**config.mk**
```make
export PLATFORM = sky130hd
export DESIGN_NAME = sw_debouncer
export DESIGN_NICKNAME = d
export VERILOG_FILES = /design/src/rtl/sw_debouncer.sv
export SDC_FILE = /design/constraint.sdc
export NUM_CORES = 1
export LEC_CHECK = 0
export CAP_MARGIN = 20
export CORE_ASPECT_RATIO = 1.2
export CORE_MARGIN = 5
export CORE_UTILIZATION = 50
export DETAILED_ROUTE_END_ITERATION = 10
export GPL_TIMING_DRIVEN = 0
export PLACE_DENSITY = 0.67
export SETUP_SLACK_MARGIN = 0.3
export SYNTH_ARGS = -nofsm -noshare
export SYNTH_HDL_FRONTEND = slang
export SYNTH_SLANG_ARGS = --single-unit
```
**constraint.sdc**
```tcl
create_clock -name CLK -period 5.69 [get_ports CLK]
set_clock_uncertainty 0.2 [all_clocks]
set_input_delay 1.138 -clock CLK [delete_from_list [all_inputs] [get_ports CLK]]
set_output_delay 1.138 -clock CLK [all_outputs]
set_load 0.1 [all_outputs]
```
**src/rtl/sw_debouncer.sv**
```systemverilog
// Per-bit 2-flop synchronizer plus saturating debounce counter for the board slide switches.
// Optional sticky rising-edge flags are built when SW_DEB_EDGE_LATCH_EN is defined.
module sw_debouncer #(
    parameter int unsigned WIDTH           = 16,
    parameter int unsigned DEBOUNCE_CYCLES = 1000000
) (
    input  logic             CLK,
    input  logic             RST_N,
    input  logic [WIDTH-1:0] SW_RAW,
    output logic [WIDTH-1:0] SW,
    output logic             SW_CHG,
    output logic [WIDTH-1:0] SW_CHG_MASK
`ifdef SW_DEB_EDGE_LATCH_EN
    ,
    input  logic [WIDTH-1:0] EDGE_CLR,
    output logic [WIDTH-1:0] EDGE_LATCH
`endif
);

    localparam int unsigned CNT_W = (DEBOUNCE_CYCLES > 1) ? $clog2(DEBOUNCE_CYCLES) : 1;
    localparam logic [CNT_W-1:0] CNT_MAX = CNT_W'(DEBOUNCE_CYCLES - 1);

    logic [WIDTH-1:0] sync1_q, sync2_q;
    logic [WIDTH-1:0] sw_q, sw_d;
    logic             chg_q, chg_d;
    logic [WIDTH-1:0] chg_mask_q, chg_mask_d;
    logic [CNT_W-1:0] cnt_q [WIDTH];
    logic [CNT_W-1:0] cnt_d [WIDTH];

    // A bit only commits after DEBOUNCE_CYCLES consecutive mismatches; any match restarts it.
    always_comb begin
        sw_d = sw_q;
        for (int i = 0; i < WIDTH; i++) begin
            cnt_d[i] = '0;
            if (sync2_q[i] != sw_q[i]) begin
                if (cnt_q[i] == CNT_MAX) begin
                    sw_d[i] = sync2_q[i];
                end else begin
                    cnt_d[i] = cnt_q[i] + CNT_W'(1);
                end
            end
        end
        chg_mask_d = sw_d ^ sw_q;
        chg_d      = |chg_mask_d;
    end

    always_ff @(posedge CLK) begin
        if (!RST_N) begin
            sync1_q    <= '0;
            sync2_q    <= '0;
            sw_q       <= '0;
            chg_q      <= 1'b0;
            chg_mask_q <= '0;
            for (int i = 0; i < WIDTH; i++) begin
                cnt_q[i] <= '0;
            end
        end else begin
            sync1_q    <= SW_RAW;
            sync2_q    <= sync1_q;
            sw_q       <= sw_d;
            chg_q      <= chg_d;
            chg_mask_q <= chg_mask_d;
            for (int i = 0; i < WIDTH; i++) begin
                cnt_q[i] <= cnt_d[i];
            end
        end
    end

    assign SW          = sw_q;
    assign SW_CHG      = chg_q;
    assign SW_CHG_MASK = chg_mask_q;

`ifdef SW_DEB_EDGE_LATCH_EN
    logic [WIDTH-1:0] edge_q, edge_d;

    // Set term is OR-ed after the clear so a same-cycle rising flip wins.
    always_comb begin
        edge_d = (edge_q & ~EDGE_CLR) | (chg_mask_d & sw_d);
    end

    always_ff @(posedge CLK) begin
        if (!RST_N) begin
            edge_q <= '0;
        end else begin
            edge_q <= edge_d;
        end
    end

    assign EDGE_LATCH = edge_q;
`endif

endmodule
```
==> impl_metrics.ini, run 1 <==
[place]
gp_congestion = 0.8458
dp_hpwl_um = 22580
io_buffers = 50

[yosys]
synth_edf_count = 0
synth_common_cells = nor2_1 (408), dfxtp_1 (385), xnor2_1 (162)
yosys_warnings = 0
synth_cells = 1839
netlist_top_cells_area = dfxtp_1 (48%), nor2_1 (9.5%), xnor2_1 (8.8%)
synth_top_family_by_area = simple AND/OR/NAND/NOR gates
yosysMostFrequentCell = nor2_1
synth_top_area_share_pct = 47.60
syn-num-nets = 1873
synth.avg_cell_area_um2 = 8.804
synthAdderAreaFrac_pct = 1.236
synthMuxAreaShare_pct = 0.8037
synthArstFlopShare_pct = 0
synth-xor-area-share_pct = 16.45
synth_compound_gate_area_share_pct = 0.5873
yosysTopAreaCell = dfxtp_1
synth_area_um2 = 16190
seq_area_frac_synth_pct = 47.60
ys_ff_latch = 385
ys.flop_type = dfxtp_1
synth-simple-area-share_pct = 30.93
synth_cell_types = 40

[clock_network]
ctsHoldBuffers = 0
cts_tree = built
clk_latency_ns = 0.52
cts_sinks = 385
post_cts_buffers = 0
post_cts_resized = 0
cts_buffer_depth = 3
h-tree-depth = 2
root_buffer = clkbuf_16
clk_pin_slew_ns = 0.06
cts_made_buffers = 40

[finish]
fill_cells = 2887
antennaDiodeCount = 0
area_growth_pct = 14.54
final_nets = 1965
layout-drive-gt1-share_pct = 4.339

[floorplanning]
die-area_um2 = 36090
rows = 72
io_pins = 51
core-area_um2 = 32070
die_w_um = 174.3
initial_core_util_pct = 50.48
die_y_um = 207.1

[sta]
setup_viol = 0
fin_crit_sh_pct = 60.80
finalSetupTns_ns = 0
final.min_clock_period_ns = 3.460
tightest_slew_ns = 1.058
relSlewSlack_pct = 29.25
hold_viol = 0
hold_ws_ns = 0.2311
report.final.slew_viol_count = 0
rsz0062_at_grt = no
fmax_mhz = 289.0

[critical_path]
worstPathRequired_ns = 4.35
critPathMaxStageDelay_ns = 1.18
path_depth = 1
cp_max_fo = 3
reg2reg_depth = 5
path_cells = clkdlybuf4s50_1
crit_arrival_ns = 2.12
cp_num_buf_inv = 1
crit_slowest_cell = clkdlybuf4s50_1
critPathCaptureType = output port
path_class = reg2out
path_delay_family = buffers and inverters
cp-start-kind = flip-flop

[power]
p_leak_nw = 5.899
max-vdd-ir-drop_mv = 0.1965
power_density_nw_per_um2 = 293.0

[global_route]
antenna_found_initial = 0
grt_pass1_wl_um = 54590
grtUsageTotal_pct = 17.58
grt_max_degree = 16
grt_pass1_vias = 11720
grt.overflow.total = 0

[drt]
num_vias = 12400
route.detailed.drc = 0
drtIter0Drc = 589
drt_first_pass_iters = 5
drtAntennaViolNets = 0
viasPerCell = 5.241
routed_wl_um = 32420
wl_per_cell_um = 13.70

[worst_hold_path]
hp-class = reg2reg
hold_path_depth = 1

[run_status]
run_status = completed

[job]
maxCapViolCount = 0
==> layer usage <==
metal | track usage, % | part of all wire (%) | vias to the layer above
li1 | - | - | 6341
met1 | 22.00 | 45 | 5788
met2 | 30.83 | 48 | 208
met3 | 2.808 | 4.0 | 64
met4 | 5.900 | 2.9 | 0
met5 | 0 | 0 | -
==> through the flow <==
stage	total power [W]	cells	setup slack, ns	utilization, %	area [um2]
after global routing	0.005625	2366	2.170	57.83	18550
after detailed placement	0.002852	2296	1.683	53.63	17200
after CTS	0.005510	2366	2.196	57.83	18550
final	0.005434	2366	2.230	57.83	18550
after floorplan	0.002813	1839	3.281	-	16190
after global placement	0.002851	2296	1.647	53.63	17200
==> state kept, by name, summed over array words and instances (netlist names) <==
| register | cells |
|---|---|
| SW_CHG | 1 |
| SW | 16 |
| sync2_q | 16 |
| sync1_q | 16 |
| SW_CHG_MASK | 16 |
| cnt_q | 320 |
==> area by class of cell <==
type / instances / area, um2 / area share [%]
Buffer: 48 / 200.2 / 1.079
Clock buffer: 54 / 1145 / 6.173
Clock inverter: 16 / 200.2 / 1.079
Inverter: 50 / 187.7 / 1.012
Multi-Input combinational cell: 1356 / 8095 / 43.65
Sequential cell: 385 / 7707 / 41.56
Tap cell: 407 / 509.2 / 2.746
Timing Repair Buffer: 50 / 500.5 / 2.699
==> path summary, 6_finish.rpt <==
path	startpoint	endpoint	slack [ns]
worst max-delay path	SW[15]	SW[15]	2.23
worst min-delay path	sync1_q[5]	sync2_q[5]	0.23
worst max register to register	cnt_q[1][94]	SW_CHG	3.12
worst min register to register	sync1_q[5]	sync2_q[5]	0.23
==> placed cells by master, fill, tap and decap left out, types with 6 or more instances in the layout <==
master,synthesis,routed
nor4bb_1,12,12
nor2_1,408,408
clkdlybuf4s50_1,0,50
mux2i_1,13,13
and2_1,44,44
or4_1,8,8
nand3_1,121,121
xnor2_1,162,162
inv_1,50,50
xor2_1,142,142
or3_1,7,7
nor4_1,29,29
clkbuf_16,0,41
nand4b_1,6,6
nand2_1,123,123
nor4b_1,27,27
nor3_1,57,57
or2_2,11,11
clkbuf_8,0,7
nand4_1,69,69
ha_1,16,16
nor3b_1,6,6
clkbuf_1,42,48
dfxtp_1,385,385
and3_1,36,36
and4_1,26,26
==> worst reg2reg max path, delay by kind of cell, from the launching register on <==
family	cells	cell delay, ns
AOI/OAI and AO/OA	2	0.68
DFF	1	0.40
and+or+nand+nor	3	1.23
==> where the power goes <==
part / internal, W / total, W / switching (W)
Sequential: 0.00271 / 0.00272 / 0.00000736
Combinational: 0.0000253 / 0.0000742 / 0.0000489
Clock: 0.00159 / 0.00264 / 0.00105
Total: 0.00433 / 0.00543 / 0.00110
==> cell families after synthesis <==
logic type,count (synthesis)
mux,13
buf+inv,98
fa+ha+maj,16
flops,385
xor+xnor,304
simple gates,1008
compound gates,15
Note: power is estimated with default switching activity, not from simulation.
==> run 2, diff against run 1 <==
Clock period 5.69 ns to 3.3 ns, I/O delays scaled along.
==> run 2 against run 1 <==
Net effect:
- hold slack barely moved
- setup slack got worse by 1.9 ns
- count of clock-buffer cells in the layout did not move
- register-to-register slack got worse by 2.4 ns
- die area did not move
- cell count did not move
- global-route usage did not move
==> impl_metrics.ini, run 2 (synthesis gave the netlist of run 1 again) <==
[critical_path]
critPathCaptureType = output port
path_class = reg2out
crit_arrival_ns = 2.10
critPathMaxStageDelay_ns = 1.17
cp_num_buf_inv = 1
cp-start-kind = flip-flop
crit_slowest_cell = clkdlybuf4s50_1
path_delay_family = buffers and inverters
path_cells = clkdlybuf4s50_1
cp_max_fo = 3
worstPathRequired_ns = 2.44

[global_route]
grt.overflow.total = 0
grt_max_degree = 16
grtUsageTotal_pct = 17.58
grt_pass1_wl_um = 54590
antenna_found_initial = 0
grt_pass1_vias = 11720

[clock_network]
post_cts_buffers = 0
cts_sinks = 385
ctsHoldBuffers = 0
h-tree-depth = 2
cts_tree = built
cts_made_buffers = 40
clk_latency_ns = 0.52
clk_pin_slew_ns = 0.06
post_cts_resized = 4
root_buffer = clkbuf_16
cts_buffer_depth = 3

[finish]
regArea_um2 = 7707
layout_commonest_cell = nor2_1
multi_input_area_um2 = 8095
layout-drive-gt1-share_pct = 4.441
regMostFlops = cnt_q
final_nets = 1965
final_cell_mix = nor2_1 (408), dfxtp_1 (385), xnor2_1 (162), xor2_1 (142), nand2_1 (123)
area_growth_pct = 14.61
fin_area_um2 = 18560
fill_cells = 2884
fin_cells = 2366
antennaDiodeCount = 0
largest_reg_flops = 320

[sta]
tightest_slew_ns = 1.048
rsz0062_at_grt = no
final.min_clock_period_ns = 2.957
hold_ws_ns = 0.2308
hold_viol = 0
fmax_mhz = 338.2
relSlewSlack_pct = 30.39
fin_crit_sh_pct = 89.61
report.final.slew_viol_count = 0
setup_viol = 0

[job]
maxCapViolCount = 0

[floorplanning]
core-area_um2 = 32070
die-area_um2 = 36090
die_w_um = 174.3
rows = 72
initial_core_util_pct = 50.48
die_y_um = 207.1
io_pins = 51

[power]
power_w = 0.009373
max-vdd-ir-drop_mv = 0.3403
power_density_nw_per_um2 = 505.1
p_leak_nw = 5.961

[place]
gp_congestion = 0.8458
dp_hpwl_um = 22580
io_buffers = 50
dp.cells = 2296
place_area_um2 = 17200

[drt]
viasPerCell = 5.232
num_vias = 12380
drtAntennaViolNets = 0
route.detailed.drc = 0
drt_first_pass_iters = 5
drtIter0Drc = 571
routed_wl_um = 32420
wl_per_cell_um = 13.70

[run_status]
run_status = completed

[worst_hold_path]
hp-class = reg2reg
-- run 2: cell count changes in the layout (fill, tap and decap cells not counted) --
| cell | before | now |
|---|---|---|
| clkbuf_2 | 0 | 2 |
| dlymetal6s2s_1 | 0 | 2 |
| clkdlybuf4s15_1 | 0 | 1 |
| clkdlybuf4s50_1 | 50 | 45 |
| dlygate4sd2_1 | 0 | 3 |
| clkbuf_1 | 48 | 45 |
-- run 2: worst paths after layout --
path	start	end	slack (ns)	cells past startpoint
worst min register to register	sync1_q[5]	sync2_q[5]	0.23	1
worst min-delay path	sync1_q[5]	sync2_q[5]	0.23	1
worst max-delay path	SW[2]	SW[2]	0.34	1
worst max register to register	cnt_q[1][94]	SW_CHG	0.70	5
-- run 2: power by group --
part,total (W),switching [W],internal (W)
clock network,0.00456,0.00181,0.00275
logic,0.000129,0.0000843,0.0000443
registers,0.00468,0.0000127,0.00467
-- run 2: layer usage --
metal / GRT usage [%] / up-vias / share of wire (%)
li1: - / 6349 / -
met4: 5.900 / 0 / 2.9
met5: 0 / - / 0
met2: 30.83 / 197 / 48
met1: 22.00 / 5768 / 45
met3: 2.808 / 64 / 3.8
-- run 2: per-stage QoR --
step	util (%)	worst slack (ns)	TNS [ns]
floorplan	-	0.8912	0
global placement	53.63	-0.2654	-3.138
detailed placement	53.63	-0.2289	-2.842
CTS	57.82	0.3018	0
global route	57.86	0.3001	0
finish	57.86	0.3429	0
-- run 2: cell type report --
type | count | share of cell area, %
Timing Repair Buffer | 50 | 2.704
Tap cell | 407 | 2.744
Clock inverter | 16 | 1.079
Sequential cell | 385 | 41.54
Multi-Input combinational cell | 1356 | 43.63
Clock buffer | 54 | 6.170
Buffer | 48 | 1.126
Inverter | 50 | 1.011
==> run 3, diff against run 2 <==
Settings changed: MAX_ROUTING_LAYER from default to met4, SETUP_SLACK_MARGIN 0.3 to 0.4.
==> run 3 against run 2 <==
Net effect:
- routed wire length is essentially flat
- power about the same
- via count about the same
- core utilization barely moved
- critical path depth unchanged
- fmax rose by 4.5%
- combinational power about the same
- sequential power about the same
- hold slack barely moved
- die area did not move
- design area about the same
==> impl_metrics.ini, run 3 (synthesis gave the netlist of run 1 again) <==
[power]
combinationalPowerShare_pct = 1.4
power_density_nw_per_um2 = 505.6
clkPwrFrac_pct = 48.7
p_int_w = 0.007465
p_switching_w = 0.001908
pwr-share-seq_pct = 50.0
p_leak_nw = 6.050
max-vdd-ir-drop_mv = 0.3404
switching_share_pct = 20.36

[place]
dp_hpwl_um = 22580
place_area_um2 = 17200
gp_congestion = 0.8591
io_buffers = 50
dp_slack_ns = -0.2289

[clock_network]
ctsHoldBuffers = 0
clk_pin_slew_ns = 0.06
root_buffer = clkbuf_16
clk_latency_ns = 0.53
post_cts_buffers = 0
cts_made_buffers = 40
h-tree-depth = 2
cts_sinks = 385
cts_tree = built
cts_buffer_depth = 3
post_cts_resized = 19

[sta]
setup_slack_ns = 0.4693
setup_viol = 0
report.final.slew_viol_count = 0
hold_viol = 0
relSlewSlack_pct = 30.17
tightest_slew_ns = 1.052
rsz0062_at_grt = no
finalSetupTns_ns = 0
hold_ws_ns = 0.2304
fin_crit_sh_pct = 85.78
final.min_clock_period_ns = 2.831
fmax_mhz = 353.3

[floorplanning]
die_w_um = 174.3
io_pins = 51
die-area_um2 = 36090
die_y_um = 207.1
rows = 72
core-area_um2 = 32070
initial_core_util_pct = 50.48

[critical_path]
worstReg2RegEnd = SW_CHG
cp_num_buf_inv = 1
cp-start-kind = flip-flop
cp_max_fo = 1
crit_slowest_cell = clkdlybuf4s50_1
path_depth = 1
path_cells = clkdlybuf4s50_1
worstPathRequired_ns = 2.44
critPathCaptureType = output port
reg2reg_from = cnt_q[1][94]
critPathCapture = SW_CHG_MASK[9]
crit_arrival_ns = 1.97
rrSetupSlack_ns = 0.71
critPathMaxStageDelay_ns = 1.14
reg2reg_depth = 5
cp-startpoint = SW_CHG_MASK[9]
path_class = reg2out
path_delay_family = buffers and inverters

[drt]
routed_wl_um = 32420
route.detailed.drc = 0
wl_per_cell_um = 13.70
drtIter0Drc = 567
viasPerCell = 5.233
drtAntennaViolNets = 0
drt_first_pass_iters = 5
num_vias = 12380

[run_status]
run_status = completed

[worst_hold_path]
hp-class = reg2reg

[global_route]
grt_pass1_vias = 11710
grt_max_degree = 16
antenna_found_initial = 0
grtUsageTotal_pct = 18.11
grt.overflow.total = 0
grt_pass1_wl_um = 54620

[finish]
fin_area_um2 = 18540
antennaDiodeCount = 0
final_nets = 1965
area_growth_pct = 14.52
regMostFlops = cnt_q
largest_reg_flops = 320
layout_commonest_cell = nor2_1
final_cell_mix = nor2_1 (408), dfxtp_1 (385), xnor2_1 (162), xor2_1 (142), nand2_1 (123)
utilization_pct = 57.81
layout-drive-gt1-share_pct = 4.492

[job]
maxCapViolCount = 0
## run 3: cell types whose count changed in the layout (fill, tap and decap cells not counted)
cell	previous run	this run
clkbuf_1	45	44
dlymetal6s2s_1	2	3
clkbuf_2	2	3
clkdlybuf4s50_1	45	30
dlygate4sd2_1	3	17
## run 3: stage by stage
stage | total power [W] | std cells
detailed placement | 0.004918 | 2296
global route | 0.009701 | 2366
finish | 0.009374 | 2366
floorplan | 0.004851 | 1839
global placement | 0.004916 | 2296
CTS | 0.009501 | 2366
## run 3: worst min-delay path by stage
stage                     start          end  slack [ns]  cells after the start
global placement     sync1_q[0]   sync2_q[0]        0.22                      1
global route        sync1_q[13]  sync2_q[13]        0.24                      1
floorplan            sync1_q[0]   sync2_q[0]        0.21                      1
CTS                 sync1_q[13]  sync2_q[13]        0.23                      1
detailed placement   sync1_q[3]   sync2_q[3]        0.22                      1
finish               sync1_q[5]   sync2_q[5]        0.23                      1
## run 3: area by class of cell
class	instances	area, um2
inverters	50	187.7
plain buffers	48	210.2
flip-flops and latches	385	7707
repair buffers	50	486.7
multi-input cells	1356	8095
fillers	2891	13530
well taps	407	509.2
clock inverters	16	200.2
clock buffers	54	1145
## run 3: power by group through the flow
stage               Combinational [W]  Sequential [W]  Clock (W)
floorplan                   0.0000665         0.00478          0
global placement             0.000130         0.00479          0
detailed placement           0.000131         0.00479          0
CTS                          0.000132         0.00468    0.00469
global route                 0.000142         0.00468    0.00488
finish                       0.000129         0.00468    0.00456
## run 3: routing by layer
| layer | vias up | share of wire (%) | global-route usage [%] |
|---|---|---|---|
| met5 | - | 0 | - |
| met3 | 72 | 3.7 | 2.808 |
| li1 | 6341 | - | - |
| met2 | 188 | 48 | 30.84 |
| met1 | 5781 | 45 | 22.02 |
| met4 | 0 | 3.0 | 5.900 |
